`src/rtl/mem_port_arbiter.sv`:
```
// mem_port_arbiter: shares a single memory port between the instruction fetch
// unit (IFU) and the load/store unit (LSU). One transaction is outstanding at a
// time. All request and response paths use valid/ready handshakes.
// Optional feature macro: ARB_RR_EN. When it is defined, the arbiter uses
// round-robin arbitration. When it is not defined, the LSU has fixed priority
// over the IFU.
module mem_port_arbiter #(
   parameter int ADDR_W = 32,
   parameter int DATA_W = 32
) (
   input  logic                clk,
   input  logic                rst,
   input  logic                ifu_req_valid,
   output logic                ifu_req_ready,
   input  logic [ADDR_W-1:0]   ifu_addr,
   output logic                ifu_rsp_valid,
   input  logic                ifu_rsp_ready,
   output logic [DATA_W-1:0]   ifu_rsp_data,
   input  logic                lsu_req_valid,
   output logic                lsu_req_ready,
   input  logic [ADDR_W-1:0]   lsu_addr,
   input  logic                lsu_wen,
   input  logic [DATA_W-1:0]   lsu_wdata,
   input  logic [DATA_W/8-1:0] lsu_wmask,
   output logic                lsu_rsp_valid,
   input  logic                lsu_rsp_ready,
   output logic [DATA_W-1:0]   lsu_rsp_data,
   output logic                mem_req_valid,
   input  logic                mem_req_ready,
   output logic [ADDR_W-1:0]   mem_addr,
   output logic                mem_wen,
   output logic [DATA_W-1:0]   mem_wdata,
   output logic [DATA_W/8-1:0] mem_wmask,
   input  logic                mem_rsp_valid,
   output logic                mem_rsp_ready,
   input  logic [DATA_W-1:0]   mem_rsp_data
);
   localparam int MASK_W = DATA_W / 8;

   typedef enum logic [1:0] {S_IDLE, S_ISSUE, S_WAIT, S_RESP} state_t;

   state_t              state_q, state_d;
   logic [ADDR_W-1:0]   addr_q, addr_d;
   logic                wen_q, wen_d;
   logic [DATA_W-1:0]   wdata_q, wdata_d;
   logic [MASK_W-1:0]   wmask_q, wmask_d;
   logic                owner_q, owner_d;   // 0 = IFU, 1 = LSU
   logic [DATA_W-1:0]   data_q, data_d;
   logic                grant_lsu;
   logic                idle_open;
   logic                ifu_hs, lsu_hs, rsp_hs;
`ifdef ARB_RR_EN
   logic                last_grant_q, last_grant_d;  // 1 = LSU granted last
`endif

   // Arbitration: choose which valid requester may see req_ready this cycle
   always_comb begin
      grant_lsu = lsu_req_valid;
`ifdef ARB_RR_EN
      if (ifu_req_valid && lsu_req_valid)
         grant_lsu = !last_grant_q;
`endif
   end

   // Requests are accepted only in IDLE. Accepts are also blocked while reset
   // is asserted, so the ready outputs are 0 during reset.
   assign idle_open     = rst && (state_q == S_IDLE);
   assign ifu_req_ready = idle_open && ifu_req_valid && !grant_lsu;
   assign lsu_req_ready = idle_open && lsu_req_valid && grant_lsu;
   assign ifu_hs        = ifu_req_valid && ifu_req_ready;
   assign lsu_hs        = lsu_req_valid && lsu_req_ready;
   assign rsp_hs        = owner_q ? lsu_rsp_ready : ifu_rsp_ready;

   assign mem_req_valid = (state_q == S_ISSUE);
   assign mem_rsp_ready = (state_q == S_WAIT);
   assign ifu_rsp_valid = (state_q == S_RESP) && !owner_q;
   assign lsu_rsp_valid = (state_q == S_RESP) && owner_q;
   assign ifu_rsp_data  = data_q;
   assign lsu_rsp_data  = data_q;
   assign mem_addr      = addr_q;
   assign mem_wen       = wen_q;
   assign mem_wdata     = wdata_q;
   assign mem_wmask     = wmask_q;

   // Next-state logic: capture the request, issue it, wait for the response,
   // then hold the response for the owner
   always_comb begin
      state_d = state_q;
      addr_d  = addr_q;
      wen_d   = wen_q;
      wdata_d = wdata_q;
      wmask_d = wmask_q;
      owner_d = owner_q;
      data_d  = data_q;
`ifdef ARB_RR_EN
      last_grant_d = last_grant_q;
`endif
      case (state_q)
         S_IDLE: begin
            if (lsu_hs) begin
               addr_d  = lsu_addr;
               wen_d   = lsu_wen;
               wdata_d = lsu_wdata;
               wmask_d = lsu_wmask;
               owner_d = 1'b1;
               state_d = S_ISSUE;
            end else if (ifu_hs) begin
               // A fetch is always a plain read.
               addr_d  = ifu_addr;
               wen_d   = 1'b0;
               wdata_d = '0;
               wmask_d = '0;
               owner_d = 1'b0;
               state_d = S_ISSUE;
            end
`ifdef ARB_RR_EN
            if (lsu_hs || ifu_hs)
               last_grant_d = lsu_hs;
`endif
         end
         S_ISSUE: begin
            if (mem_req_ready)
               state_d = S_WAIT;
         end
         S_WAIT: begin
            if (mem_rsp_valid) begin
               // A write acknowledgement returns zero data.
               data_d  = wen_q ? '0 : mem_rsp_data;
               state_d = S_RESP;
            end
         end
         S_RESP: begin
            if (rsp_hs)
               state_d = S_IDLE;
         end
         default: state_d = S_IDLE;
      endcase
   end

   // State and latched-request registers. Reset drops any in-flight transaction.
   always_ff @(posedge clk or negedge rst) begin
      if (!rst) begin
         state_q <= S_IDLE;
         addr_q  <= '0;
         wen_q   <= 1'b0;
         wdata_q <= '0;
         wmask_q <= '0;
         owner_q <= 1'b0;
         data_q  <= '0;
`ifdef ARB_RR_EN
         last_grant_q <= 1'b1;
`endif
      end else begin
         state_q <= state_d;
         addr_q  <= addr_d;
         wen_q   <= wen_d;
         wdata_q <= wdata_d;
         wmask_q <= wmask_d;
         owner_q <= owner_d;
         data_q  <= data_d;
`ifdef ARB_RR_EN
         last_grant_q <= last_grant_d;
`endif
      end
   end
endmodule

```
`config.mk`:
```
export PLATFORM = sky130hd
export DESIGN_NAME = mem_port_arbiter
export DESIGN_NICKNAME = d
export VERILOG_FILES = /design/src/rtl/mem_port_arbiter.sv
export SDC_FILE = /design/constraint.sdc
export NUM_CORES = 1
export LEC_CHECK = 0
export CORE_MARGIN = 3
export CORE_UTILIZATION = 35
export CTS_CLUSTER_DIAMETER = 120
export DETAILED_ROUTE_END_ITERATION = 8
export PLACE_DENSITY = 0.77
export SLEW_MARGIN = 20
export SYNTH_ARGS = -nofsm -noshare
export SYNTH_HDL_FRONTEND = slang
export SYNTH_SLANG_ARGS = --single-unit
export TNS_END_PERCENT = 5
```
`constraint.sdc`:
```
create_clock -name clk -period 2.4 [get_ports clk]
set_input_delay 0.48 -clock clk [delete_from_list [all_inputs] [get_ports clk]]
set_output_delay 0.48 -clock clk [all_outputs]
set_load 0.02 [all_outputs]
```
==> reports/results.md, run 1 <==
## Yosys
• 0.570 — proportion of synthesized chip area in sequential cells
• 4560 um2 — cell area after synthesis
• 0 — synthesis warning total
• 563 — Synth Net Count
• 104 — post-synthesis register bit count
• 10.9 um2 — average cell area after synthesis
• 417 — number of standard cells after synthesis
• 22 — Distinct cells, synth

## Outcome
• completed — status

## Worst setup path
• rst — launching element of the worst setup path
• 3 — worst path bufs/invs
• buffers and inverters — crit-path leading delay family
• dlygate4sd3_1 -> buf_4 -> and4b_1 -> dlygate4sd2_1 — CP cell instances
• in -> out — worst setup path category
• state_q[0] — launch point of the worst reg-to-reg path
• 1.92 ns — required time of the worst setup path
• dlygate4sd3_1 — critical path's slowest cell
• input pin — type of element launching the critical path
• 6 — crit path max fanout
• output port — type of element capturing the critical path
• 1.77 ns — Crit path arrival time
• 0.54 ns — worst stage delay on the critical path

## Clock network
• built — TritonCTS clock tree
• clkbuf_16 — clock root buffer master
• 0 — setup fix buffers added after clock tree synthesis
• 2 — CTS Buffer Depth
• 9 — total clock buffers created by CTS
• 0.34 ns — clock latency on the worst-skew pair
• 0.06 ns — clock transition at the register clock pins on the worst setup and hold paths after CTS
• 3 — level count of the clock H-tree
• 104 — Sink Count

## Place
• 0.807 — GP Congestion
• 819 — number of placed instances, taps included
• 0.0582 ns — worst-case setup slack after placement
• 279 — buffers added on ports
• 10200 um — final HPWL from detailed placement

## Floorplanning
• 14400 um2 — area enclosed by the die boundary
• 12700 um2 — core area
• 120 um — DIE WIDTH
• 280 — Top-Level Pins
• 120 um — Die H
• 41 — number of placement rows
• 0.360 — initial core utilization

## Timing
• 0 — Final setup violation count
• 2.25 ns — final critical path time including I/O delays and setup
• 0.153 ns — minimum setup slack in the final design
• 0.936 — final worst-path cycle share
• 0.502 — max-slew headroom at the worst pin
• 0 ns — Setup TNS Final
• 0.0128 ns — Worst Clk Skew
• 0 — count of endpoints failing hold in the final timing report
• false — RSZ-0062 raised after global routing
• 0.746 ns — Worst-Margin Slew
• 445 MHz — max frequency
• 0 — number of pins exceeding their max-slew limit in the final report

## Drt
• 0 — final antenna-violating net count
• 0 — DRC violation count after routing
• 15.9 um — mean routed wirelength per cell
• 5 — DR pass1 iterations
• 160 — iteration-0 DRC count of the detailed router
• 3874 — vias post-DR
• 13300 um — final WL
• 4.63 — vias per std cell

## GRT
• 21200 um — wire length of the first global-routing pass
• 4098 — via count of the first global-routing pass
• 0 — GR Overflow Total
• 0.184 — total track usage
• 62 — largest net degree at the start of global routing
• 0 — initial antenna violation count

## Power and ir drop
• 3.52 nW — Leakage
• 9.39 mW — total power after layout
• 0.000532 V — largest vdd supply drop
• 1230 nW/um2 — power per cell area

## Flow run
• 0 — number of maximum-capacitance constraint violations

## Worst hold path
• mem_addr[7] — worst min-delay path startpoint
• reg -> reg — worst min-delay path category

## Layout
• 0 — diodes inserted
• 0.0437 — proportion of layout cells with a drive suffix above 1
• 836 — post-route non-filler standard cell count
• 1580 um2 — area of combinational cells with multiple inputs
• 805 — Final nets
• 1082 — Layout fillers
• 0.601 — final design utilization
• clkdlybuf4s50_1, dfrtp_1, nand2_1 — commonest cells after routing, fill and taps aside
• clkdlybuf4s50_1 — leading cell type in the layout, fill and taps excluded
• 2600 um2 — total area of sequential cells
• 66.8% — area added between synthesis and finish

[logic make-up (layout without fill, tap and decap cells)]
kind of cell               count (synthesis)  after routing  share of synthesized area
DFF                                      104            104                      0.570
AOI/OAI and AO/OA                        105            105                      0.147
and+or+nand+nor                          103            103                      0.107
muxes                                     35             35                     0.0771
adders and majority gates                  5              5                     0.0137
buffers and inverters                     65            312                     0.0853
[timing repair]
action,in CTS,in global routing
endpoints found under the hold margin,1,0
hold buffers,1,0
gates resized for setup,2,0
setup endpoints to repair,2,0
[tightest hold or removal path: stages, from the launching register on]
cell and delay, ns:
dfrtp_1 0.34, nand2_1 0.04, o21ai_0 0.06
[flip-flops by register name (all words and copies together), names as in the netlist]
register,cells
mem_wdata,32
owner_q,1
mem_wen,1
state_q,2
mem_wmask,4
ifu_rsp_data,32
mem_addr,32
[layer usage]
layer	track usage	up-vias	routed length (um)
li1	-	1869	-
met1	0.219	1782	5080
met2	0.308	199	6500
met3	0.0617	24	1370
met4	0.0709	0	339
met5	0	-	0
[cells in the mapped netlist]
cell,number,area (um2)
a221o_1,1,10.0
a22o_1,37,324
and2_1,1,6.26
and4b_1,1,10.0
buf_2,14,70.1
buf_4,34,255
clkbuf_1,11,41.3
dfrtp_1,104,2600
ha_1,5,62.6
inv_1,5,18.8
inv_2,1,3.75
mux2_1,1,11.3
mux2i_1,34,340
nand2_1,65,244
nand2b_1,32,200
nand3_2,1,10.0
nor2_1,1,3.75
nor2_2,1,6.26
nor2b_1,1,6.26
o21ai_0,44,220
o21ai_1,22,110
o22ai_1,1,6.26
[path summary, 6_finish.rpt]
kind / end / slack, ns / cells after the start
max: ifu_req_ready / 0.15 / 4
min: mem_addr[7] / 0.48 / 2
max reg2reg: mem_wdata[30] / 0.41 / 8
min reg2reg: mem_addr[7] / 0.48 / 2
min in group asynchronous: mem_addr[25] / 0.50 / 2
max in group asynchronous: mem_wmask[2] / 0.98 / 3
[layout make-up]
type	instances	area share
clock inverters	5	0.00707
inverters	6	0.00296
repair buffers	290	0.381
multi-input cells	248	0.207
clock buffers	11	0.0319
flip-flops and latches	104	0.342
well taps	172	0.0283
[per-stage QoR]
step           hold slack (ns)  area, um2
6_report                 0.477       7610
5_1_grt                  0.498       7610
4_1_cts                  0.485       7610
3_5_place_dp             0.286       7310
3_3_place_gp             0.289       7310
2_1_floorplan            0.184       4560
[where the power goes]
part           switching (mW)  internal [mW]
clock network           0.616          0.836
logic                    2.47           2.46
registers               0.510           2.51
total                    3.59           5.80
(Power assumes the default switching activity.)
==> run 2: changes to the inputs <==
--- a/config.mk
+++ b/config.mk
@@ -9,7 +9,7 @@
 export CORE_UTILIZATION = 35
 export CTS_CLUSTER_DIAMETER = 120
 export DETAILED_ROUTE_END_ITERATION = 8
-export PLACE_DENSITY = 0.77
+export DONT_BUFFER_PORTS = 1
 export SLEW_MARGIN = 20
 export SYNTH_ARGS = -nofsm -noshare
 export SYNTH_HDL_FRONTEND = slang
==> reports/results.md, run 2 (synthesis gave the netlist of run 1 again) <==
## Place
• 0.763 — GP Congestion, -5.4%
• 7700 um — final HPWL from detailed placement, -25%
• 536 — number of placed instances, taps included, -35%
• 4480 um2 — total cell area at the placement stage, -39%
• 0 — buffers added on ports, -100%

## Power and ir drop
• 0.000435 V — largest vdd supply drop, -18%
• 2.41 nW — Leakage, -32%
• 1500 nW/um2 — power per cell area, +21%

## Layout
• dfrtp_1 — leading cell type in the layout, fill and taps excluded
• 552 — post-route non-filler standard cell count, -34%
• dfrtp_1, nand2_1, o21ai_0 — commonest cells after routing, fill and taps aside
• 0.0684 — proportion of layout cells with a drive suffix above 1, +0.0247
• 4.30% — area added between synthesis and finish
• 521 — Final nets, -35%
• 4760 um2 — final design instance area without fill, -37%
• 0 — diodes inserted, unchanged

## Worst setup path
• output port — type of element capturing the critical path
• reg -> out — worst setup path category
• 1.92 ns — required time of the worst setup path, about the same
• 0.46 ns — flop2flop setup slack, +0.05 ns
• mem_wdata[31] — reg-to-reg endpoint
• 6 — reg2reg path depth, -2
• state_q[0] — launch point of the worst reg-to-reg path
• 1.62 ns — Crit path arrival time, -0.15 ns
• flip-flop — type of element launching the critical path
• 4 — crit path max fanout, -2

## Timing
• 104 — count of endpoints failing hold in the final timing report, +104
• 0 — Final setup violation count, unchanged
• 0.877 — final worst-path cycle share, -0.0593
• false — RSZ-0062 raised after global routing
• 0 ns — Setup TNS Final, unchanged
• 0.944 ns — Worst-Margin Slew, +0.197 ns
• -0.168 ns — Min Hold Slack, -0.645 ns
• 2.10 ns — final critical path time including I/O delays and setup, -0.142 ns
• 0.371 — max-slew headroom at the worst pin, -0.132
• 0.00750 ns — Worst Clk Skew, -0.00529 ns
• 475 MHz — max frequency, +6.8%
• 0 — number of pins exceeding their max-slew limit in the final report, unchanged

## Clock network
• 2 — CTS Buffer Depth, unchanged
• 3 — level count of the clock H-tree, unchanged
• 9 — total clock buffers created by CTS, unchanged
• clkbuf_16 — clock root buffer master
• 0.07 ns — clock transition at the register clock pins on the worst setup and hold paths after CTS, about the same
• 0 — post-cts resize count, -2
• 0 — setup fix buffers added after clock tree synthesis, unchanged
• 0.34 ns — clock latency on the worst-skew pair, about the same
• 104 — Sink Count, unchanged
• built — TritonCTS clock tree

## Floorplanning
• 41 — number of placement rows, unchanged
• 12700 um2 — core area, unchanged
• 120 um — DIE WIDTH, unchanged
• 14400 um2 — area enclosed by the die boundary, unchanged
• 280 — Top-Level Pins, unchanged
• 0.360 — initial core utilization, unchanged
• 120 um — Die H, unchanged

## GRT
• 1 — initial antenna violation count, +1
• 0 — GR Overflow Total, unchanged
• 108 — largest net degree at the start of global routing, +74%
• 2900 — via count of the first global-routing pass, -29%
• 15800 um — wire length of the first global-routing pass, -26%
• 0.142 — total track usage, -0.0421

## Drt
• 2787 — vias post-DR, -28%
• 10300 um — final WL, -23%
• 80 — iteration-0 DRC count of the detailed router, -50%
• 5.05 — vias per std cell, +9.0%
• 0 — final antenna-violating net count, unchanged
• 4 — DR pass1 iterations, -1
• 0 — DRC violation count after routing, unchanged
• 18.6 um — mean routed wirelength per cell, +17%

## Outcome
• negative hold slack — violations in the final reports
• complete, but fails checks — status

## Worst hold path
• in -> async — worst min-delay path category

## Flow run
• 0 — number of maximum-capacitance constraint violations, unchanged

[run 2: cell types whose count changed in the layout (fill, tap and decap cells not counted), sizes merged]
cell,before,now
buf,11,6
bufinv,1,0
clkbuf,11,10
clkdlybuf4s50,276,0
clkinv,3,4
clkinvlp,0,1
dlygate4sd2,2,0
dlygate4sd3,1,0
[run 2: final cells by class]
type / instances / area, um2
fillers: 1235 / 7910
flip-flops and latches: 104 / 2600
multi-input cells: 248 / 1580
clock buffers: 10 / 239
well taps: 172 / 215
repair buffers: 6 / 57.6
clock inverters: 6 / 43.8
inverters: 6 / 22.5
[run 2: worst max-delay path by stage]
stage	startpoint	endpoint	slack [ns]	cells after the start
after CTS	state_q[0]	ifu_req_ready	0.26	3
after floorplan	state_q[0]	lsu_req_ready	0.59	5
final	state_q[0]	ifu_req_ready	0.30	3
after global routing	state_q[0]	ifu_req_ready	0.22	3
after global placement	state_q[0]	mem_wdata[16]	0.56	6
after detailed placement	state_q[0]	mem_wdata[13]	0.46	6
[run 2: through the flow]
step                       util  setup slack, ns  power, mW
after global routing      0.376            0.217       7.59
after CTS                 0.376            0.256       7.24
after floorplan               -            0.591       5.68
after global placement    0.353            0.556       5.73
after detailed placement  0.353            0.456       5.84
final                     0.376            0.296       7.12
[run 2: power by group]
part | total, mW | leakage [nW] | internal, mW | switching, mW
registers | 4.37 | 1.32 | 2.49 | 1.88
clock network | 1.36 | 0.139 | 0.735 | 0.629
logic | 1.38 | 0.952 | 0.662 | 0.719
total | 7.12 | 2.41 | 3.88 | 3.23
[run 2: critical path, stage by stage (launching register included)]
cell,delay (ns)
dfrtp_1,0.40
inv_1,0.13
ha_1,0.24
and4b_1,0.51
[run 2: layer usage]
| metal | GRT usage | vias up | share of wire |
|---|---|---|---|
| met5 | 0 | - | 0.0013 |
| met2 | 0.244 | 173 | 0.51 |
| met1 | 0.152 | 1288 | 0.36 |
| met3 | 0.0529 | 19 | 0.095 |
| li1 | - | 1305 | - |
| met4 | 0.0730 | 2 | 0.026 |
